## src/rtl/pulse_rate_meter.sv

```systemverilog
// Pulse rate meter: synchronizes an asynchronous pulse stream and counts rising edges per gate
// window, plus a saturating running total. Define RATE_AVG_EN to report a 4-window mean rate.
module pulse_rate_meter #(
   parameter int unsigned WIN_CYCLES = 100000000,
   parameter int unsigned CNT_W      = 14,
   parameter int unsigned TOTAL_MAX  = 9999,
   parameter int unsigned THRESH     = 32
) (
   input  logic             clk,
   input  logic             reset,
   input  logic             en,
   input  logic             clear_total,
   input  logic             pulse_in,
   output logic [CNT_W-1:0] rate,
   output logic             rate_valid,
   output logic [CNT_W-1:0] total_count,
   output logic             over_thresh,
   output logic             saturated
);

   localparam int unsigned      WinW    = (WIN_CYCLES > 1) ? $clog2(WIN_CYCLES) : 1;
   localparam logic [WinW-1:0]  WinLast = WinW'(WIN_CYCLES - 1);
   localparam logic [CNT_W-1:0] AccMax  = '1;
   localparam logic [CNT_W-1:0] TotMax  = CNT_W'(TOTAL_MAX);
   localparam logic [CNT_W-1:0] ThrVal  = CNT_W'(THRESH);

   typedef enum logic [1:0] {StIdle, StRun, StPause} state_e;

   state_e           state_q, state_d;
   logic             sync1_q, sync1_d, sync2_q, sync2_d, sync3_q, sync3_d;
   logic             strobe_q, strobe_d;
   logic [WinW-1:0]  win_q, win_d;
   logic [CNT_W-1:0] acc_q, acc_d;
   logic [CNT_W-1:0] rate_q, rate_d;
   logic             rate_valid_q, rate_valid_d;
   logic [CNT_W-1:0] total_q, total_d;
   logic             over_q, over_d;
   logic             sat_q, sat_d;

   logic             closing, active, counted;
   logic [CNT_W-1:0] acc_inc, win_sum, new_rate;

`ifdef RATE_AVG_EN
   // Only the three previous windows are stored; the closing window is the fourth term.
   logic [CNT_W-1:0] hist_q [3];
   logic [CNT_W-1:0] hist_d [3];
   logic [CNT_W+1:0] avg_sum;
`endif

   always_comb begin
      sync1_d  = pulse_in;
      sync2_d  = sync1_q;
      sync3_d  = sync2_q;
      strobe_d = sync2_q & ~sync3_q;

      // A close that was already due completes even if en drops in that cycle.
      closing = (state_q == StRun) && (win_q == WinLast);
      active  = en | closing;
      counted = active & strobe_q;
      acc_inc = (acc_q == AccMax) ? acc_q : acc_q + CNT_W'(1);
      win_sum = counted ? acc_inc : acc_q;

`ifdef RATE_AVG_EN
      avg_sum  = (CNT_W+2)'(win_sum) + (CNT_W+2)'(hist_q[0]) + (CNT_W+2)'(hist_q[1])
               + (CNT_W+2)'(hist_q[2]);
      new_rate = CNT_W'(avg_sum >> 2);
      hist_d   = hist_q;
`else
      new_rate = win_sum;
`endif

      unique case (state_q)
         StIdle:  state_d = en ? StRun : StIdle;
         StRun:   state_d = en ? StRun : StPause;
         StPause: state_d = en ? StRun : StPause;
         default: state_d = StIdle;
      endcase

      win_d        = win_q;
      acc_d        = acc_q;
      rate_d       = rate_q;
      rate_valid_d = 1'b0;
      over_d       = over_q;
      if (active) begin
         if (win_q == WinLast) begin
            win_d        = '0;
            acc_d        = '0;
            rate_d       = new_rate;
            rate_valid_d = 1'b1;
            over_d       = (new_rate >= ThrVal);
`ifdef RATE_AVG_EN
            hist_d[2] = hist_q[1];
            hist_d[1] = hist_q[0];
            hist_d[0] = win_sum;
`endif
         end else begin
            win_d = win_q + WinW'(1);
            acc_d = win_sum;
         end
      end

      // Clear wins over a coincident edge; that edge still reaches acc.
      total_d = total_q;
      if (clear_total) begin
         total_d = '0;
      end else if (counted && (total_q != TotMax)) begin
         total_d = total_q + CNT_W'(1);
      end
      sat_d = (total_d == TotMax);
   end

   always_ff @(posedge clk) begin
      if (reset) begin
         state_q      <= StIdle;
         sync1_q      <= 1'b0;
         sync2_q      <= 1'b0;
         sync3_q      <= 1'b0;
         strobe_q     <= 1'b0;
         win_q        <= '0;
         acc_q        <= '0;
         rate_q       <= '0;
         rate_valid_q <= 1'b0;
         total_q      <= '0;
         over_q       <= 1'b0;
         sat_q        <= 1'b0;
`ifdef RATE_AVG_EN
         for (int i = 0; i < 3; i++) hist_q[i] <= '0;
`endif
      end else begin
         state_q      <= state_d;
         sync1_q      <= sync1_d;
         sync2_q      <= sync2_d;
         sync3_q      <= sync3_d;
         strobe_q     <= strobe_d;
         win_q        <= win_d;
         acc_q        <= acc_d;
         rate_q       <= rate_d;
         rate_valid_q <= rate_valid_d;
         total_q      <= total_d;
         over_q       <= over_d;
         sat_q        <= sat_d;
`ifdef RATE_AVG_EN
         for (int i = 0; i < 3; i++) hist_q[i] <= hist_d[i];
`endif
      end
   end

   assign rate        = rate_q;
   assign rate_valid  = rate_valid_q;
   assign total_count = total_q;
   assign over_thresh = over_q;
   assign saturated   = sat_q;

endmodule

```

## config.mk

```make
export PLATFORM = sky130hd
export DESIGN_NAME = pulse_rate_meter
export DESIGN_NICKNAME = d
export VERILOG_FILES = /design/src/rtl/pulse_rate_meter.sv
export SDC_FILE = /design/constraint.sdc
export NUM_CORES = 1
export LEC_CHECK = 0
export BUFFER_PORTS_ARGS = -buffer_cell sky130_fd_sc_hd__buf_2
export CAP_MARGIN = 30
export CORE_ASPECT_RATIO = 1.5
export CORE_MARGIN = 2
export CORE_UTILIZATION = 55
export CTS_BUF_LIST = sky130_fd_sc_hd__clkbuf_4 sky130_fd_sc_hd__clkbuf_8
export DETAILED_ROUTE_END_ITERATION = 7
export HOLD_SLACK_MARGIN = 0.08
export PLACE_DENSITY = 0.84
export SYNTH_ARGS = -nofsm -noshare
export SYNTH_HDL_FRONTEND = slang
export SYNTH_SLANG_ARGS = --single-unit
```

## constraint.sdc

```tcl
create_clock -name clk -period 2.77 [get_ports clk]
set_clock_uncertainty 0.1 [all_clocks]
set_input_delay 0.554 -clock clk [delete_from_list [all_inputs] [get_ports clk]]
set_output_delay 0.554 -clock clk [all_outputs]
set_load 0.05 [all_outputs]
```

==> impl_metrics.csv, run 1 <==
group,metric,value,unit
clock_tree,cts_made_buffers,9,
synthesis,yosysTopAreaCell,"dfxtp_1",
pwr,power_density,452.1,nW/um2
grt,grt_max_degree,38,
cells_and_area,drive_gt1_frac,0.2034,
synthesis,syn_area_per_cell,8.319,um2
placement,port_buffers,35,
sta,setup_viol,0,
setup_path,crit_fanout,5,
synthesis,syn-cell-area,3935,um2
clock_tree,clockBufferDepth,2,
sta,layout_setup_ws,0.1148,ns
clock_tree,clock-sinks,78,
routing,wl_per_cell,14.88,um
placement,globalplace.congestion,0.9043,
routing,drc,0,
synthesis,synth_xor_area_frac,0.09984,
placement,dp_hpwl,6.381,mm
sta,relSlewSlack,0.5962,
synthesis,ys_types,63,
pwr,switching_share,0.2201,
pwr,pwr-share-comb,0.037,
sta,fmax,0.3766,GHz
cells_and_area,nets,532,
synthesis,synth_cells,473,
pwr,irDropWorstVdd,0.3168,mV
floorplan,core_area,6898,um2
setup_path,arrival,2.81,ns
clock_tree,cts_root_buffer,"clkbuf_8",
pwr,p_leak,0.001774,uW
grt,antenna_found_initial,0,
job,cap_violations,0,
sta,maxSlewViolCount,0,
pwr,clockPowerShare,0.421,
synthesis,synth_top_area_frac,0.3968,
synthesis,ys_top_cells_by_count,"dfxtp_1, nor2_1, nand2_1",
synthesis,async_flop_share,0,
floorplan,die_w,73.07,um
clock_tree,clk_pin_slew,0.08,ns
pwr,seqPwrFrac,0.542,
cells_and_area,post-route-cell-area,4616,um2
synthesis,synth_simple_gate_area_frac,0.2909,
grt,grt_pass1_wl,15.08,mm
placement,dpl_cell_area,4310,um2
routing,wl,8.986,mm
worst_hold_path,hold_path_class,"in2reg",
grt,grt.total_usage,0.2438,
sta,finalCritPeriodShare,0.9585,
cells_and_area,fill_cells,522,
floorplan,dieArea,7861,um2
setup_path,critPathLaunchType,"flip-flop",
synthesis,synthAdderAreaFrac,0.01908,
routing,vias_per_cell,5.806,
synthesis,muxShareOfSynthArea,0.007949,
sta,hold_viol_final,0,
synthesis,synthesis.nets,484,
synthesis,yosys-top-cells-area,"dfxtp_1, nor2_1, xor2_1",
setup_path,critical_path_class,"reg2reg",
cells_and_area,antenna_cells,0,
routing,drt_pass1_iterations,4,
placement,dpl_worst_slack,0.02898,ns
setup_path,worstPathRequired,2.93,ns
synthesis,synth_warnings,0,
grt,grt-ovfl-total,0,
synthesis,synth_compound_area_frac,0.1390,
grt,grt_pass1_vias,3482,
synthesis,synth-main-ff-cell,"dfxtp_1",
routing,vias,3507,
clock_tree,clk_latency,0.36,ns
floorplan,dieHeight,107.6,um
sta,worst_pin_slew,0.6016,ns
synthesis,ys_ff_latch,78,
setup_path,worstSetupEndpointType,"flip-flop",
cells_and_area,syn_to_final_growth,17.30,%
floorplan,core.rowCount,37,
synthesis,seq_area_frac_synth,0.3968,
pwr,switching_power,459.3,uW
floorplan,io_pins,36,
synthesis,synth_top_family_by_area,"simple AND/OR/NAND/NOR gates",
routing,drt_iter0_drc,166,
status,status,"complete, no violations",
synthesis,synth_edf_count,0,
clock_tree,htreeDepth,3,
routing,ant_nets,0,
clock_tree,cts_tree,"done",
floorplan,start_util,0.5705,
synthesis,yosysMostFrequentCell,"dfxtp_1",
sta,fin_crit,2.655,ns
pwr,internal-power,1627,uW
pwr,totalPowerFinal,2087,uW
cell usage in the layout, fill, tap and decap left out, drive strengths merged, types with 2 or more instances in the layout:
cell type  instances
a211oi             9
a21oi             21
a22oi              5
a311oi             6
a31oi              6
a41oi              3
and2               3
and3              12
and4               2
buf               65
clkbuf            13
clkinv             2
dfxtp             78
ha                 6
inv               16
mux2i              2
nand2             34
nand2b             2
nand3             28
nand4             12
nand4b             2
nor2              71
nor2b              6
nor3              16
nor3b              2
nor4               4
nor4b              3
o21a               2
o21ai             16
o21bai             2
or2                3
or3               13
or3b               2
xnor2             21
xor2              23
cell families after synthesis:
family                     count (synthesis)
AOI/OAI and AO/OA                         79
xor gates and xnor gates                  44
adders and majority gates                  6
buffers and inverters                     44
DFF                                       78
muxes                                      3
and+or+nand+nor                          219
layout make-up:
type / instances / area, um2 / area share
clock buffers: 13 / 160.2 / 0.03470
clock inverters: 3 / 43.79 / 0.009488
inverters: 16 / 60.06 / 0.01301
multi-input cells: 351 / 2261 / 0.4898
flip-flops and latches: 78 / 1564 / 0.3388
well taps: 78 / 97.59 / 0.02114
repair buffers: 65 / 429.2 / 0.09298
worst max-delay path: stages, from the launching register on:
cell and delay [ns]:
dfxtp_2 0.36, ha_1 0.17, nand2_1 0.08, or4_4 0.54
buf_4 0.18, o21ai_4 0.24, o31ai_4 0.15, mux2i_1 0.14
or2_2 0.32, a2111oi_4 0.27
metal layers:
| layer | global-route usage | part of all wire |
|---|---|---|
| met1 | 0.2655 | 0.39 |
| met2 | 0.4260 | 0.54 |
| met3 | 0.05150 | 0.036 |
| met4 | 0.1362 | 0.028 |
| met5 | 0 | 0 |
final timing paths:
| check | start | to | slack, ns | cells after the start |
|---|---|---|---|---|
| setup / recovery | win_q[0] | saturated | 0.11 | 9 |
| hold / removal | reset | rate_valid | 0.29 | 2 |
| setup reg to reg | win_q[0] | saturated | 0.11 | 9 |
| hold reg to reg | sync3_q | strobe_q | 0.29 | 1 |
sequential cells by signal, indices dropped and copies added, names as in the netlist:
name	count
acc_q	14
over_thresh	1
rate	14
rate_valid	1
saturated	1
state_q	2
strobe_q	1
sync1_q	1
sync2_q	1
sync3_q	1
total_count	14
win_q	27
power groups by stage:
| stage | logic [uW] | clock network [uW] | registers, uW |
|---|---|---|---|
| floorplan | 48.2 | 0 | 1160 |
| global route | 84.0 | 934 | 1130 |
| detailed placement | 72.5 | 0 | 1160 |
| global placement | 70.2 | 0 | 1160 |
| CTS | 73.3 | 900 | 1130 |
| finish | 76.4 | 879 | 1130 |
through the flow:
| stage | hold WS [ns] | std cells | setup TNS, ns | util |
|---|---|---|---|---|
| floorplan | 0.2674 | 473 | 0 | - |
| global placement | 0.2777 | 584 | 0 | 0.6249 |
| detailed placement | 0.2858 | 584 | 0 | 0.6249 |
| CTS | 0.2697 | 600 | 0 | 0.6546 |
| global route | 0.2769 | 604 | -0.03485 | 0.6691 |
| finish | 0.2863 | 604 | 0 | 0.6691 |
what timing repair did:
item | in CTS | in global routing
pin swaps | 0 | 1
resized for setup | 1 | 13
setup buffers | 0 | 4
gates cloned | 0 | 0
endpoints found under the setup margin | 1 | 23
hold buffers | 0 | 0
(Power assumes the default switching activity.)
==> run 2: changes to the inputs <==
--- a/config.mk
+++ b/config.mk
@@ -7,7 +7,6 @@
 export LEC_CHECK = 0
 export BUFFER_PORTS_ARGS = -buffer_cell sky130_fd_sc_hd__buf_2
 export CAP_MARGIN = 30
-export CORE_ASPECT_RATIO = 1.5
 export CORE_MARGIN = 2
 export CORE_UTILIZATION = 55
 export CTS_BUF_LIST = sky130_fd_sc_hd__clkbuf_4 sky130_fd_sc_hd__clkbuf_8
==> impl_metrics.csv, run 2 (synthesized netlist as in run 1, its figures left out) <==
group,metric,value,unit
routing,vias,3591,
pwr,irDropWorstVdd,0.2835,mV
routing,met1_length,3.952,mm
floorplan,start_util,0.5729,
clock_tree,cts_root_buffer,"clkbuf_8",
placement,globalplace.congestion,0.8903,
clock_tree,cts_tree,"done",
cells_and_area,drive_gt1_frac,0.1992,
floorplan,dieArea,7847,um2
cells_and_area,post-route-cell-area,4607,um2
cells_and_area,fill_cells,565,
sta,finalCritPeriodShare,0.9549,
routing,top_layer,"met4",
sta,fmax,0.3780,GHz
cells_and_area,regMostFlops,"win_q",
routing,met2_length,4.771,mm
routing,ant_nets,0,
status,status,"complete, no violations",
floorplan,core_area,6869,um2
pwr,p_leak,0.001742,uW
grt,grt_pass1_vias,3346,
grt,grt-ovfl-total,0,
sta,maxSlewViolCount,0,
job,cap_violations,0,
grt,grt_pass1_wl,14.90,mm
setup_path,critical_path_class,"reg2reg",
pwr,power_density,454.8,nW/um2
cells_and_area,layout_commonest_cell,"dfxtp_1",
grt,antenna_found_initial,0,
clock_tree,htreeDepth,3,
setup_path,crit_start,"win_q[0]",
pwr,totalPowerFinal,2095,uW
clock_tree,clk_latency,0.35,ns
cells_and_area,syn_to_final_growth,17.07,%
floorplan,core.rowCount,30,
sta,hold_viol_final,0,
worst_hold_path,hold_path_class,"reg2reg",
clock_tree,clock-sinks,78,
cells_and_area,multiInputGateArea,2268,um2
clock_tree,clockBufferDepth,2,
setup_path,worstPathRequired,2.93,ns
cells_and_area,antenna_cells,0,
routing,wl,9.287,mm
sta,tns,0,ns
routing,drc,0,
setup_path,worstSetupEndpointType,"flip-flop",
cells_and_area,register_area,1564,um2
clock_tree,clk_pin_slew,0.08,ns
sta,fin_crit,2.645,ns
setup_path,arrival,2.80,ns
sta,relSlewSlack,0.5892,
routing,drt_iter0_drc,169,
placement,dp_hpwl,6.181,mm
routing,wl_per_cell,15.03,um
clock_tree,cts_made_buffers,9,
placement,port_buffers,35,
placement,dpl_cell_area,4270,um2
setup_path,regToRegStartpoint,"win_q[0]",
setup_path,reg2reg_to,"saturated",
cells_and_area,nets,529,
setup_path,critPathLaunchType,"flip-flop",
cells_and_area,final_cell_mix,"dfxtp_1, nor2_1, buf_2, nand2_1, nand3_1",
sta,worst_pin_slew,0.6134,ns
setup_path,rrSetupSlack,0.12,ns
setup_path,rr_worst_depth,9,
setup_path,crit_fanout,6,
setup_path,endpoint,"saturated",
routing,vias_per_cell,5.811,
sta,setup_viol,0,
floorplan,io_pins,36,
floorplan,die_w,88.59,um
grt,grt.total_usage,0.2387,
routing,dr_wl_met3,360,um
floorplan,dieHeight,88.59,um
cells_and_area,largest_register_ffs,27,
grt,grt_max_degree,39,
routing,drt_pass1_iterations,5,
clock_tree,holdBufCountCts,0,
-- run 2: cell count changes in the layout (fill, tap and decap cells not counted), sizes merged --
| cell | change |
|---|---|
| buf | -4 |
| clkbuf | -1 |
| clkinv | -1 |
| clkinvlp | +1 |
| dlymetal6s2s | +1 |
-- run 2: stage by stage --
stage	hold slack, ns	utilization	setup WS [ns]	std cells
global placement	0.2835	0.6217	0.1246	597
global route	0.3253	0.6707	-0.02644	618
floorplan	0.2674	-	0.01012	473
detailed placement	0.3001	0.6217	0.03278	597
CTS	0.3056	0.6519	0.002881	612
finish	0.2934	0.6707	0.1248	618
-- run 2: where the power goes --
part	switching, uW	internal, uW
combinational	47.6	26.1
sequential	4.02	1130
clock	407	484
total	459	1640
-- run 2: routing by layer --
| layer | vias to the layer above | track usage |
|---|---|---|
| met1 | 1728 | 0.2852 |
| met3 | 23 | 0.05224 |
| li1 | 1741 | - |
| met4 | 0 | 0.08402 |
| met5 | - | 0 |
| met2 | 99 | 0.4224 |
-- run 2: how the worst min path moves through the flow --
stage          startpoint  slack, ns  endpoint  cells after the start
2_1_floorplan     sync3_q       0.27  strobe_q                      1
3_3_place_gp      sync3_q       0.28  strobe_q                      1
3_5_place_dp      sync3_q       0.30  strobe_q                      1
4_1_cts          pulse_in       0.31   sync1_q                      2
5_1_grt           sync3_q       0.33  strobe_q                      1
6_report          sync3_q       0.29  strobe_q                      1
-- run 2: repair_timing --
action                     in CTS  in global routing
setup endpoints to repair       0                 28
buffers inserted                0                  6
gates resized for setup         0                 16
-- run 2: worst max-delay path, stage by stage, from the launching register on --
cell	delay, ns
dfxtp_2	0.34
ha_1	0.19
nand2_1	0.09
or4_4	0.55
buf_4	0.19
o21ai_4	0.21
o31ai_4	0.15
mux2i_1	0.14
or2_2	0.30
a2111oi_2	0.28
-- run 2: layout make-up --
type                       instances  area share
sequential                        78      0.3395
clock inverter                     3    0.009234
multi-input combinational        351      0.4924
tap                               96     0.02607
timing repair buffer              62     0.08392
clock buffer                      12     0.03585
inverter                          16     0.01304
==> run 3: changes to the inputs <==
--- a/config.mk
+++ b/config.mk
@@ -11,6 +11,7 @@
 export CORE_UTILIZATION = 55
 export CTS_BUF_LIST = sky130_fd_sc_hd__clkbuf_4 sky130_fd_sc_hd__clkbuf_8
 export DETAILED_ROUTE_END_ITERATION = 7
+export GPL_TIMING_DRIVEN = 0
 export HOLD_SLACK_MARGIN = 0.08
 export PLACE_DENSITY = 0.84
 export SYNTH_ARGS = -nofsm -noshare
==> impl_metrics.csv, run 3 (synthesized netlist as in run 1, its figures left out) <==
group,metric,value,unit
placement,port_buffers,34,
job,cap_violations,0,
cells_and_area,regMostFlops,"win_q",
clock_tree,holdBufCountCts,0,
setup_path,crit_fanout,6,
pwr,p_leak,0.001744,uW
clock_tree,clockBufferDepth,2,
floorplan,dieHeight,88.59,um
clock_tree,cts_root_buffer,"clkbuf_8",
routing,vias_per_cell,5.845,
sta,fmax,0.3673,GHz
sta,rsz0062_at_grt,"true",
routing,drt_iter0_drc,176,
setup_path,critical_path_class,"reg2reg",
placement,dp_hpwl,6.390,mm
sta,hold_viol_final,0,
grt,grt_pass1_vias,3338,
pwr,power_density,436.4,nW/um2
floorplan,start_util,0.5729,
routing,ant_nets,0,
cells_and_area,layout_commonest_cell,"nor2_1",
grt,grt_max_degree,14,
clock_tree,clk_latency,0.35,ns
cells_and_area,drive_gt1_frac,0.2060,
floorplan,dieArea,7847,um2
cells_and_area,nets,535,
floorplan,core_area,6869,um2
floorplan,die_w,88.59,um
sta,worst_pin_slew,0.6449,ns
cells_and_area,syn_to_final_growth,17.36,%
routing,met2_length,4.845,mm
routing,wl_per_cell,15.19,um
status,status,"complete, no violations",
sta,setup_viol,0,
grt,grt.total_usage,0.2494,
routing,wl,9.495,mm
pwr,irDropWorstVdd,0.4033,mV
floorplan,io_pins,36,
sta,fin_crit,2.723,ns
sta,finalCritPeriodShare,0.9830,
clock_tree,clock-sinks,78,
setup_path,worstPathRequired,2.92,ns
routing,drt_pass1_iterations,5,
routing,dr_wl_met3,447,um
worst_hold_path,hold_path_class,"reg2reg",
setup_path,critPathLaunchType,"flip-flop",
clock_tree,cts_made_buffers,9,
routing,drc,0,
pwr,totalPowerFinal,2015,uW
cells_and_area,antenna_cells,0,
cells_and_area,final_cell_mix,"nor2_1, dfxtp_1, buf_2, nand2_1, nand3_1",
sta,maxSlewViolCount,0,
cells_and_area,largest_register_ffs,27,
setup_path,worstSetupEndpointType,"flip-flop",
sta,relSlewSlack,0.5672,
floorplan,core.rowCount,30,
placement,globalplace.congestion,0.9022,
routing,vias,3653,
sta,timing.hold.ws,0.2926,ns
grt,grt_pass1_wl,15.32,mm
grt,antenna_found_initial,0,
clock_tree,htreeDepth,3,
clock_tree,clk_pin_slew,0.08,ns
clock_tree,cts_tree,"done",
routing,met1_length,4.078,mm
grt,grt-ovfl-total,0,
routing,top_layer,"met4",
setup_path,arrival,2.87,ns
-- run 3: changes by cell type in the layout (fill, tap and decap cells not counted), sizes merged --
cell          delta
inv              +1
dlymetal6s2s     -1
clkinv           +1
bufinv           -1
clkbuf          +21
buf             -14
-- run 3: final timing paths --
kind / slack (ns) / endpoint / from / cells after the start
setup reg to reg: 0.05 / saturated / win_q[10] / 8
hold / removal: 0.29 / strobe_q / sync3_q / 1
setup / recovery: 0.05 / saturated / win_q[10] / 8
hold reg to reg: 0.29 / strobe_q / sync3_q / 1
-- run 3: through the flow --
stage	util	TNS [ns]	setup slack, ns	instances	cell area (um2)
2_1_floorplan	-	0	0.01012	473	3940
6_report	0.6723	0	0.04717	625	4618
5_1_grt	0.6723	-0.03745	-0.03745	625	4618
3_3_place_gp	0.6158	-4.274	-0.2134	603	4230
4_1_cts	0.6610	0	0.02535	624	4541
3_5_place_dp	0.6158	-5.106	-0.2755	603	4230
-- run 3: layer usage --
metal,global-route usage,vias up
li1,-,1767
met1,0.3139,1778
met2,0.4361,94
met3,0.05784,14
met4,0.05647,0
met5,0,-
-- run 3: cell type report --
type                    instances  area (um2)
clock inverters                 4       30.03
fillers                       565        2251
multi-input cells             351        2327
inverters                      16       60.06
clock buffers                  12       158.9
well taps                      96       120.1
flip-flops and latches         78        1578
repair buffers                 42       227.7
plain buffers                  26       116.4
-- run 3: where the power goes --
group	switching (uW)	internal, uW
Clock	421	388
Sequential	5.01	1120
Combinational	51.9	24.3
-- run 3: critical path, stage by stage, from the launching register on --
cell and delay (ns):
dfxtp_2 0.35, nand4b_1 0.20, or4_4 0.63, o21a_1 0.25, buf_6 0.16, nor4_4 0.15, xor2_1 0.26, nand3_1 0.15
a2111oi_2 0.36
-- run 3: timing repair --
item	in CTS	in global routing
setup endpoints to repair	43	52
resized for setup	20	20
buffers inserted	4	3
gates cloned	1	0
pin swaps	7	6
